--- src/rtl/mdu_iter.sv ---
// Iterative multiply/divide unit with architectural HI/LO registers; one result bit per cycle.
// Define MDU_MADD_EN to add MADD/MSUB (ops 6/7) accumulating into {HI,LO}.
module mdu_iter #(
  parameter int WIDTH = 32
) (
  input  logic             clk,
  input  logic             rst_n,
  input  logic             start,
  input  logic [2:0]       op,
  input  logic [WIDTH-1:0] src_a,
  input  logic [WIDTH-1:0] src_b,
  input  logic             flush,
  output logic             busy,
  output logic             done,
  output logic             div_zero,
  output logic [WIDTH-1:0] hi,
  output logic [WIDTH-1:0] lo
);

  localparam int            CW   = $clog2(WIDTH);
  localparam logic [CW-1:0] LAST = CW'(WIDTH - 1);

  localparam logic [2:0] OP_MULT  = 3'd0;
  localparam logic [2:0] OP_MULTU = 3'd1;
  localparam logic [2:0] OP_DIV   = 3'd2;
  localparam logic [2:0] OP_DIVU  = 3'd3;
  localparam logic [2:0] OP_MTHI  = 3'd4;
  localparam logic [2:0] OP_MTLO  = 3'd5;
  localparam logic [2:0] OP_MADD  = 3'd6;
  localparam logic [2:0] OP_MSUB  = 3'd7;

  typedef enum logic [1:0] {IDLE, CALC, FIX} state_t;

  state_t             state, state_nxt;
  logic [CW-1:0]      cnt;
  // Multiply: {partial high, remaining multiplier}; divide: {remainder, dividend/quotient}.
  logic [2*WIDTH-1:0] acc;
  logic [WIDTH-1:0]   opb, a_raw;
  logic               is_div, neg_res, neg_rem, dz_q;
`ifdef MDU_MADD_EN
  logic               macc, msub;
`endif

  logic               calc_op, sgn_op, op_div, idle_go, accept;
  logic               a_neg, b_neg;
  logic [WIDTH-1:0]   a_mag, b_mag;

  always_comb begin
    calc_op = 1'b0;
    case (op)
      OP_MULT, OP_MULTU, OP_DIV, OP_DIVU: calc_op = 1'b1;
`ifdef MDU_MADD_EN
      OP_MADD, OP_MSUB:                   calc_op = 1'b1;
`endif
      default:                            calc_op = 1'b0;
    endcase
  end

  assign sgn_op  = (op == OP_MULT) || (op == OP_DIV) || (op == OP_MADD) || (op == OP_MSUB);
  assign op_div  = (op == OP_DIV) || (op == OP_DIVU);
  assign idle_go = (state == IDLE) && start && !flush;
  assign accept  = idle_go && calc_op;
  assign a_neg   = sgn_op & src_a[WIDTH-1];
  assign b_neg   = sgn_op & src_b[WIDTH-1];
  assign a_mag   = a_neg ? -src_a : src_a;
  assign b_mag   = b_neg ? -src_b : src_b;
  assign busy    = (state != IDLE);

  always_ff @(posedge clk or negedge rst_n) begin
    if (!rst_n) state <= IDLE;
    else        state <= state_nxt;
  end

  always_comb begin
    state_nxt = state;
    case (state)
      IDLE:    if (accept) state_nxt = CALC;
      CALC:    if (flush) state_nxt = IDLE;
               else if (cnt == LAST) state_nxt = FIX;
      FIX:     state_nxt = IDLE;
      default: state_nxt = IDLE;
    endcase
  end

  // One iteration: shift-add multiply step or restoring divide step.
  logic [WIDTH:0]     mul_sum, div_sh;
  logic               div_ge;
  logic [WIDTH-1:0]   div_rem;
  logic [2*WIDTH-1:0] step;

  always_comb begin
    mul_sum = {1'b0, acc[2*WIDTH-1:WIDTH]} + (acc[0] ? {1'b0, opb} : {(WIDTH+1){1'b0}});
    div_sh  = {acc[2*WIDTH-1:WIDTH], acc[WIDTH-1]};
    div_ge  = div_sh >= {1'b0, opb};
    // The true difference is below opb, so the low WIDTH bits are exact.
    div_rem = div_sh[WIDTH-1:0] - opb;
    if (is_div)
      step = div_ge ? {div_rem, acc[WIDTH-2:0], 1'b1} : {acc[2*WIDTH-2:0], 1'b0};
    else
      step = {mul_sum, acc[WIDTH-1:1]};
  end

  logic [2*WIDTH-1:0] prod_s;
  logic [WIDTH-1:0]   quo, rem, fix_hi, fix_lo;

  always_comb begin
    prod_s = neg_res ? -acc : acc;
    quo    = neg_res ? -acc[WIDTH-1:0] : acc[WIDTH-1:0];
    rem    = neg_rem ? -acc[2*WIDTH-1:WIDTH] : acc[2*WIDTH-1:WIDTH];
    if (is_div) begin
      if (dz_q) begin
        fix_hi = a_raw;
        fix_lo = {WIDTH{1'b1}};
      end else begin
        fix_hi = rem;
        fix_lo = quo;
      end
    end else begin
      {fix_hi, fix_lo} = prod_s;
`ifdef MDU_MADD_EN
      if (macc)
        {fix_hi, fix_lo} = msub ? ({hi, lo} - prod_s) : ({hi, lo} + prod_s);
`endif
    end
  end

  always_ff @(posedge clk or negedge rst_n) begin
    if (!rst_n) begin
      cnt      <= '0;
      acc      <= '0;
      opb      <= '0;
      a_raw    <= '0;
      is_div   <= 1'b0;
      neg_res  <= 1'b0;
      neg_rem  <= 1'b0;
      dz_q     <= 1'b0;
`ifdef MDU_MADD_EN
      macc     <= 1'b0;
      msub     <= 1'b0;
`endif
      done     <= 1'b0;
      div_zero <= 1'b0;
      hi       <= '0;
      lo       <= '0;
    end else begin
      done     <= 1'b0;
      div_zero <= 1'b0;
      case (state)
        IDLE: begin
          if (idle_go && op == OP_MTHI) hi <= src_a;
          if (idle_go && op == OP_MTLO) lo <= src_a;
          if (accept) begin
            acc     <= op_div ? {{WIDTH{1'b0}}, a_mag} : {{WIDTH{1'b0}}, b_mag};
            opb     <= op_div ? b_mag : a_mag;
            a_raw   <= src_a;
            is_div  <= op_div;
            neg_res <= a_neg ^ b_neg;
            neg_rem <= a_neg;
            dz_q    <= op_div && (src_b == '0);
            cnt     <= '0;
`ifdef MDU_MADD_EN
            macc    <= (op == OP_MADD) || (op == OP_MSUB);
            msub    <= (op == OP_MSUB);
`endif
          end
        end
        CALC: if (!flush) begin
          acc <= step;
          cnt <= cnt + 1'b1;
        end
        FIX: if (!flush) begin
          hi       <= fix_hi;
          lo       <= fix_lo;
          done     <= 1'b1;
          div_zero <= is_div & dz_q;
        end
        default: ;
      endcase
    end
  end

endmodule

--- config.mk ---
export PLATFORM = sky130hd
export DESIGN_NAME = mdu_iter
export DESIGN_NICKNAME = d
export VERILOG_FILES = /design/src/rtl/mdu_iter.sv
export SDC_FILE = /design/constraint.sdc
export NUM_CORES = 1
export LEC_CHECK = 0
export CAP_MARGIN = 40
export CORE_MARGIN = 2
export CORE_UTILIZATION = 65
export DETAILED_ROUTE_END_ITERATION = 7
export PLACE_DENSITY = 0.88
export SYNTH_ARGS = -nofsm -noshare
export SYNTH_HDL_FRONTEND = slang
export SYNTH_SLANG_ARGS = --single-unit
--- constraint.sdc ---
create_clock -name clk -period 5 [get_ports clk]
set_input_delay 0.5 -clock clk [delete_from_list [all_inputs] [get_ports clk]]
set_output_delay 0.5 -clock clk [all_outputs]
set_load 0.005 [all_outputs]
==> results of run 1 <==
==> worst paths after layout <==
kind,startpoint,to,cells after the start
worst min-delay path,rst_n,a_raw[30],1
worst min register to register,a_raw[7],a_raw[7],2
worst max-delay path,acc[43],acc[49],10
min in group clk,a_raw[7],a_raw[7],2
worst max register to register,acc[43],acc[49],10
max in group asynchronous,rst_n,lo[3],2
==> sequential cells by signal, indices dropped and copies added (netlist names) <==
signal,flops
acc,64
a_raw,32
hi,32
lo,32
opb,32
cnt,5
state,2
div_zero,1
done,1
dz_q,1
is_div,1
neg_rem,1
neg_res,1
==> layout make-up <==
type	instances	area, µm²
Tap cell	335	419.2
Multi-Input combinational cell	1826	11250
Timing Repair Buffer	187	1794
Antenna cell	2	5.005
Clock buffer	35	711.9
Fill cell	1944	6409
Inverter	71	266.5
Sequential cell	205	5134
Clock inverter	8	71.32
==> metal layers <==
metal  wire (µm)  up-vias  GRT usage
li1            -     8273          -
met1       24390     8888     0.6140
met4        5674        6     0.3047
met2       28490     1564     0.7030
met5          85        -          0
met3        9680      403     0.1528
==> logic make-up (layout without fill, tap and decap cells) <==
| family | count (synthesis) | in the layout | synth area share |
|---|---|---|---|
| AND/OR/NAND/NOR | 782 | 782 | 0.2094 |
| AO/OA/AOI/OAI | 738 | 738 | 0.2648 |
| buffers and inverters | 231 | 301 | 0.05109 |
| flip-flops | 205 | 205 | 0.2980 |
| XOR/XNOR | 178 | 178 | 0.09055 |
| adder cells (fa/ha/maj) | 72 | 72 | 0.05320 |
| multiplexers | 56 | 56 | 0.03299 |
| other | 0 | 2 | 0 |
==> cells in the mapped netlist, drive strengths merged (47+ instances only) <==
library cell / count / area [µm²]
dfrtp: 205 / 5130
xnor2: 106 / 928.4
nor2: 185 / 694.4
o21ai: 220 / 1101
nand3: 54 / 270.3
ha: 70 / 875.8
mux2i: 50 / 500.5
a21oi: 194 / 970.9
nor3: 55 / 275.3
clkbuf: 140 / 525.5
nand2: 313 / 1177
inv: 69 / 259.0
xor2: 72 / 630.6
o22ai: 47 / 294.0
==> where the power goes <==
part | internal, mW | leakage, nW | switching (mW)
Sequential | 2.08 | 2.54 | 0.768
Clock | 0.994 | 0.379 | 0.777
Combinational | 2.42 | 5.27 | 3.70
==> critical path, delay by kind of cell (launching register included) <==
family          cells  cell delay, ns
simple gates        2            0.58
fa+ha+maj           1            0.42
compound gates      6            1.91
flops               1            0.74
buf+inv             1            0.24
==> results.cfg, run 1 <==
[power_and_ir_drop]
power_mw = 10.75
powerDensity_nw_per_um2 = 547.0
p_leak_nw = 8.190
ir_drop_mv = 0.4595

[synth]
yosysWarnings = 0
async_reset_ff_frac = 1.000
synth_nets = 2405
syn_area_um2 = 17220
synth.avg_cell_area_um2 = 7.611
ys_types = 71
syn_inst = 2262
synth_seq_area_share = 0.2980
synth_edf_count = 0
ys.flop_type = dfrtp_1
ys_ff_latch = 205

[hold_path]
min_path_type = in2async

[sta]
tns_ns = 0
skew_ns = 0.03329
min_period_over_period = 0.8126
hold_viol = 17
slew_headroom = 0.3048
worstMarginPinSlew_ns = 1.032
drv_slew = 0
finalCriticalPeriod_ns = 4.063
fin_ws_ns = 0.9369
finalSetupViolCount = 0
whs_ns = -0.05292
rsz0062_at_grt = false
fmaxAchievable_ghz = 0.2461

[die]
start_util = 0.6607
die_y_um = 166.8
dieArea_um2 = 27810
chipWidth_um = 166.8
rows = 59
ios = 138
core_area_um2 = 26060

[critical_path]
worstPathCellList = ha_1, a21oi_1, o21a_1, nor3b_1, a21oi_1, o31ai_2, nand2_1, buf_4, a31oi_1, a31oi_1
start_kind = flip-flop
crit_type = reg2reg
endpoint_kind = flip-flop
cpPeakStageDelay_ns = 0.79
required_ns = 5.38
worst-endpoint-arrival_ns = 4.45
setup.reg_to_reg.worst_slack_ns = 0.94
cp_max_fo = 11
cpMaxStageDelayCell = o31ai_2

[clock_tree]
h-tree-depth = 1
cts_tree = done
clk_latency_ns = 0.56
post_cts_buffers = 0
cts_buffers = 24
ctsResizeCount = 0
clk_path_buf_depth = 3
clock-sinks = 205
clkTransAtPathRegs_ns = 0.06
holdBufCountCts = 0
root_buffer = clkbuf_16

[job]
maxCapViolCount = 0

[detailed_routing]
viasPerCell = 7.169
final_antenna_net_count = 0
first_iter_violations = 3360
wl_per_cell_um = 25.60
vias = 19130
drt_pass1_iterations = 8
wirelength_um = 68320
drc = 0

[final_layout]
layout_commonest_cell = nand2_1
drive_gt1_frac = 0.05532
utilization = 0.7541
final_cell_mix = nand2_1 (312), o21ai_0 (214), dfrtp_1 (204)
stdcell_area_um2 = 19650
fin_nets = 2458
layout.cells.non_filler = 2669
area_delta_synth_final_pct = 14.14

[run_status]
status = complete, but fails checks
violations = negative hold slack

[placed_design]
placed_cells = 2624
globalplace.congestion = 1.030
dp_slack_ns = 1.079
place_hpwl_um = 49400
port_buffers = 137
postPlaceCellArea_um2 = 18860

[grt]
grt_max_degree = 133
grt_pass1_wl_um = 104300
grt_antenna_before_repair = 4
globalRouteOverflowTotal = 0
grt_pass1_vias = 18170
grt.total_usage = 0.4798
(Power assumes the default switching activity.)
==> run 2: changes to the inputs <==
- CORE_UTILIZATION: 65 -> 60
- PLACE_DENSITY: 0.88 -> 0.82
- clock period: 5 -> 4.1 ns (I/O delays scaled with it)
==> results.cfg, run 2 (synthesized netlist as in run 1, its figures left out) <==
[clock_tree]
clkTransAtPathRegs_ns = 0.06
cts_tree = done
clk_path_buf_depth = 3
cts_buffers = 25
root_buffer = clkbuf_16
clock-sinks = 205
h-tree-depth = 1
clk_latency_ns = 0.56
post_cts_buffers = 0

[critical_path]
cpPeakStageDelay_ns = 0.43
crit_buf_inv = 2
worstPathCellList = inv_1, buf_4, nor2_1, ha_1, nand3_1, nor4_1, o2111ai_1, a21oi_1, a221oi_1, o31a_1, o21ai_0, mux2i_1, a2111o_1
cp_max_fo = 11
endpoint_kind = flip-flop
start_kind = flip-flop
cpMaxStageDelayCell = dfrtp_1
critical-path-top-delay-family = compound AO/OA/AOI/OAI gates
crit_type = reg2reg
worst-endpoint-arrival_ns = 4.14
required_ns = 4.52

[die]
dieArea_um2 = 30070
chipWidth_um = 173.4
die_y_um = 173.4
start_util = 0.6047
core_area_um2 = 28470
rows = 62
ios = 138

[grt]
grt_antenna_before_repair = 1
grt_max_degree = 72
grt.total_usage = 0.4496
grt_pass1_vias = 18060
grt_pass1_wl_um = 105000
globalRouteOverflowTotal = 0

[detailed_routing]
first_iter_violations = 2475
final_antenna_net_count = 0
vias = 19090
drt_pass1_iterations = 6
wirelength_um = 69550
drc = 0
wl_per_cell_um = 25.22
viasPerCell = 6.922

[sta]
fmaxAchievable_ghz = 0.2693
worstMarginPinSlew_ns = 0.9169
tns_ns = 0
min_period_over_period = 0.9056
skew_ns = 0.02629
slew_headroom = 0.3823
finalCriticalPeriod_ns = 3.713
fin_ws_ns = 0.3871
finalSetupViolCount = 0
rsz0062_at_grt = false
hold_viol = 0
drv_slew = 0

[final_layout]
drive_gt1_frac = 0.07203
area_delta_synth_final_pct = 16.76
final_cell_mix = nand2_1 (312), o21ai_0 (214), dfrtp_1 (204)
fin_nets = 2499
fill_cells = 2237
largest_reg_flops = 64
layout_commonest_cell = nand2_1
regMostFlops = acc
diodes = 0

[job]
maxCapViolCount = 0

[hold_path]
min_path_type = in2async

[power_and_ir_drop]
powerDensity_nw_per_um2 = 666.1
ir_drop_mv = 0.4208
p_leak_nw = 8.441

[placed_design]
globalplace.congestion = 1.059
place_hpwl_um = 51950
port_buffers = 137
dp_slack_ns = 0.3340

[run_status]
status = finished, final reports clean
[run 2: cell types whose count changed in the layout (fill, tap and decap cells not counted), sizes merged]
cell and change:
buf +39, bufinv +4, clkbuf -5, clkinv +2, clkinvlp -1, diode -2
dlygate4sd3 +1, inv +2
[run 2: metal layers]
| metal | vias up | global-route usage | wire length [µm] | share of wire |
|---|---|---|---|---|
| met5 | - | 0 | 26 | 0.00037 |
| met4 | 4 | 0.2733 | 5090 | 0.073 |
| met3 | 340 | 0.1105 | 7957 | 0.11 |
| met2 | 1292 | 0.7045 | 30900 | 0.44 |
| met1 | 9085 | 0.5623 | 25570 | 0.37 |
| li1 | 8369 | - | - | - |
[run 2: final cells by class]
class,count,area (µm²),share of cell area
clock buffer,30,664.4,0.03305
clock inverter,15,211.5,0.01052
inverter,71,266.5,0.01326
multi-input combinational,1826,11250,0.5598
sequential,205,5134,0.2554
tap,384,480.5,0.02390
timing repair buffer,227,2093,0.1041
[run 2: path summary, 6_finish.rpt]
check	depth (start not counted)	end	slack (ns)	from
min in group clk	2	a_raw[4]	0.48	a_raw[4]
worst max-delay path	13	acc[56]	0.39	acc[0]
worst min register to register	2	a_raw[4]	0.48	a_raw[4]
worst max register to register	13	acc[56]	0.39	acc[0]
max in group asynchronous	4	acc[24]	2.62	rst_n
worst min-delay path	2	a_raw[14]	0.37	rst_n
[run 2: worst register-to-register path, stage by stage (launching register included)]
cell and delay (ns):
dfrtp_1 0.43, inv_1 0.18, buf_4 0.22, nor2_1 0.07, ha_1 0.39, nand3_1 0.12, nor4_1 0.42, o2111ai_1 0.22
a21oi_1 0.31, a221oi_1 0.19, o31a_1 0.34, o21ai_0 0.25, mux2i_1 0.13, a2111o_1 0.29
[run 2: timing repair]
action | in CTS | in global routing
gates resized for setup | 0 | 1
endpoints found under the hold margin | 40 | 0
hold buffers | 1 | 0
setup endpoints to repair | 0 | 1
[run 2: power breakdown]
group          internal, mW  switching [mW]
clock                  1.42           0.979
combinational          3.05            4.67
sequential             2.55           0.726
[run 2: per-stage QoR]
step | area, µm² | util | instances | total power, mW | hold slack, ns
after global routing | 20100 | 0.7061 | 2758 | 14.09 | 0.4151
after CTS | 20100 | 0.7059 | 2758 | 13.11 | 0.3797
after global placement | 19160 | 0.6730 | 2709 | 10.56 | 0.4554
after detailed placement | 19210 | 0.6747 | 2712 | 10.70 | 0.3687
final | 20100 | 0.7061 | 2758 | 13.39 | 0.3677
after floorplan | 17220 | - | 2262 | 8.107 | 0.1144
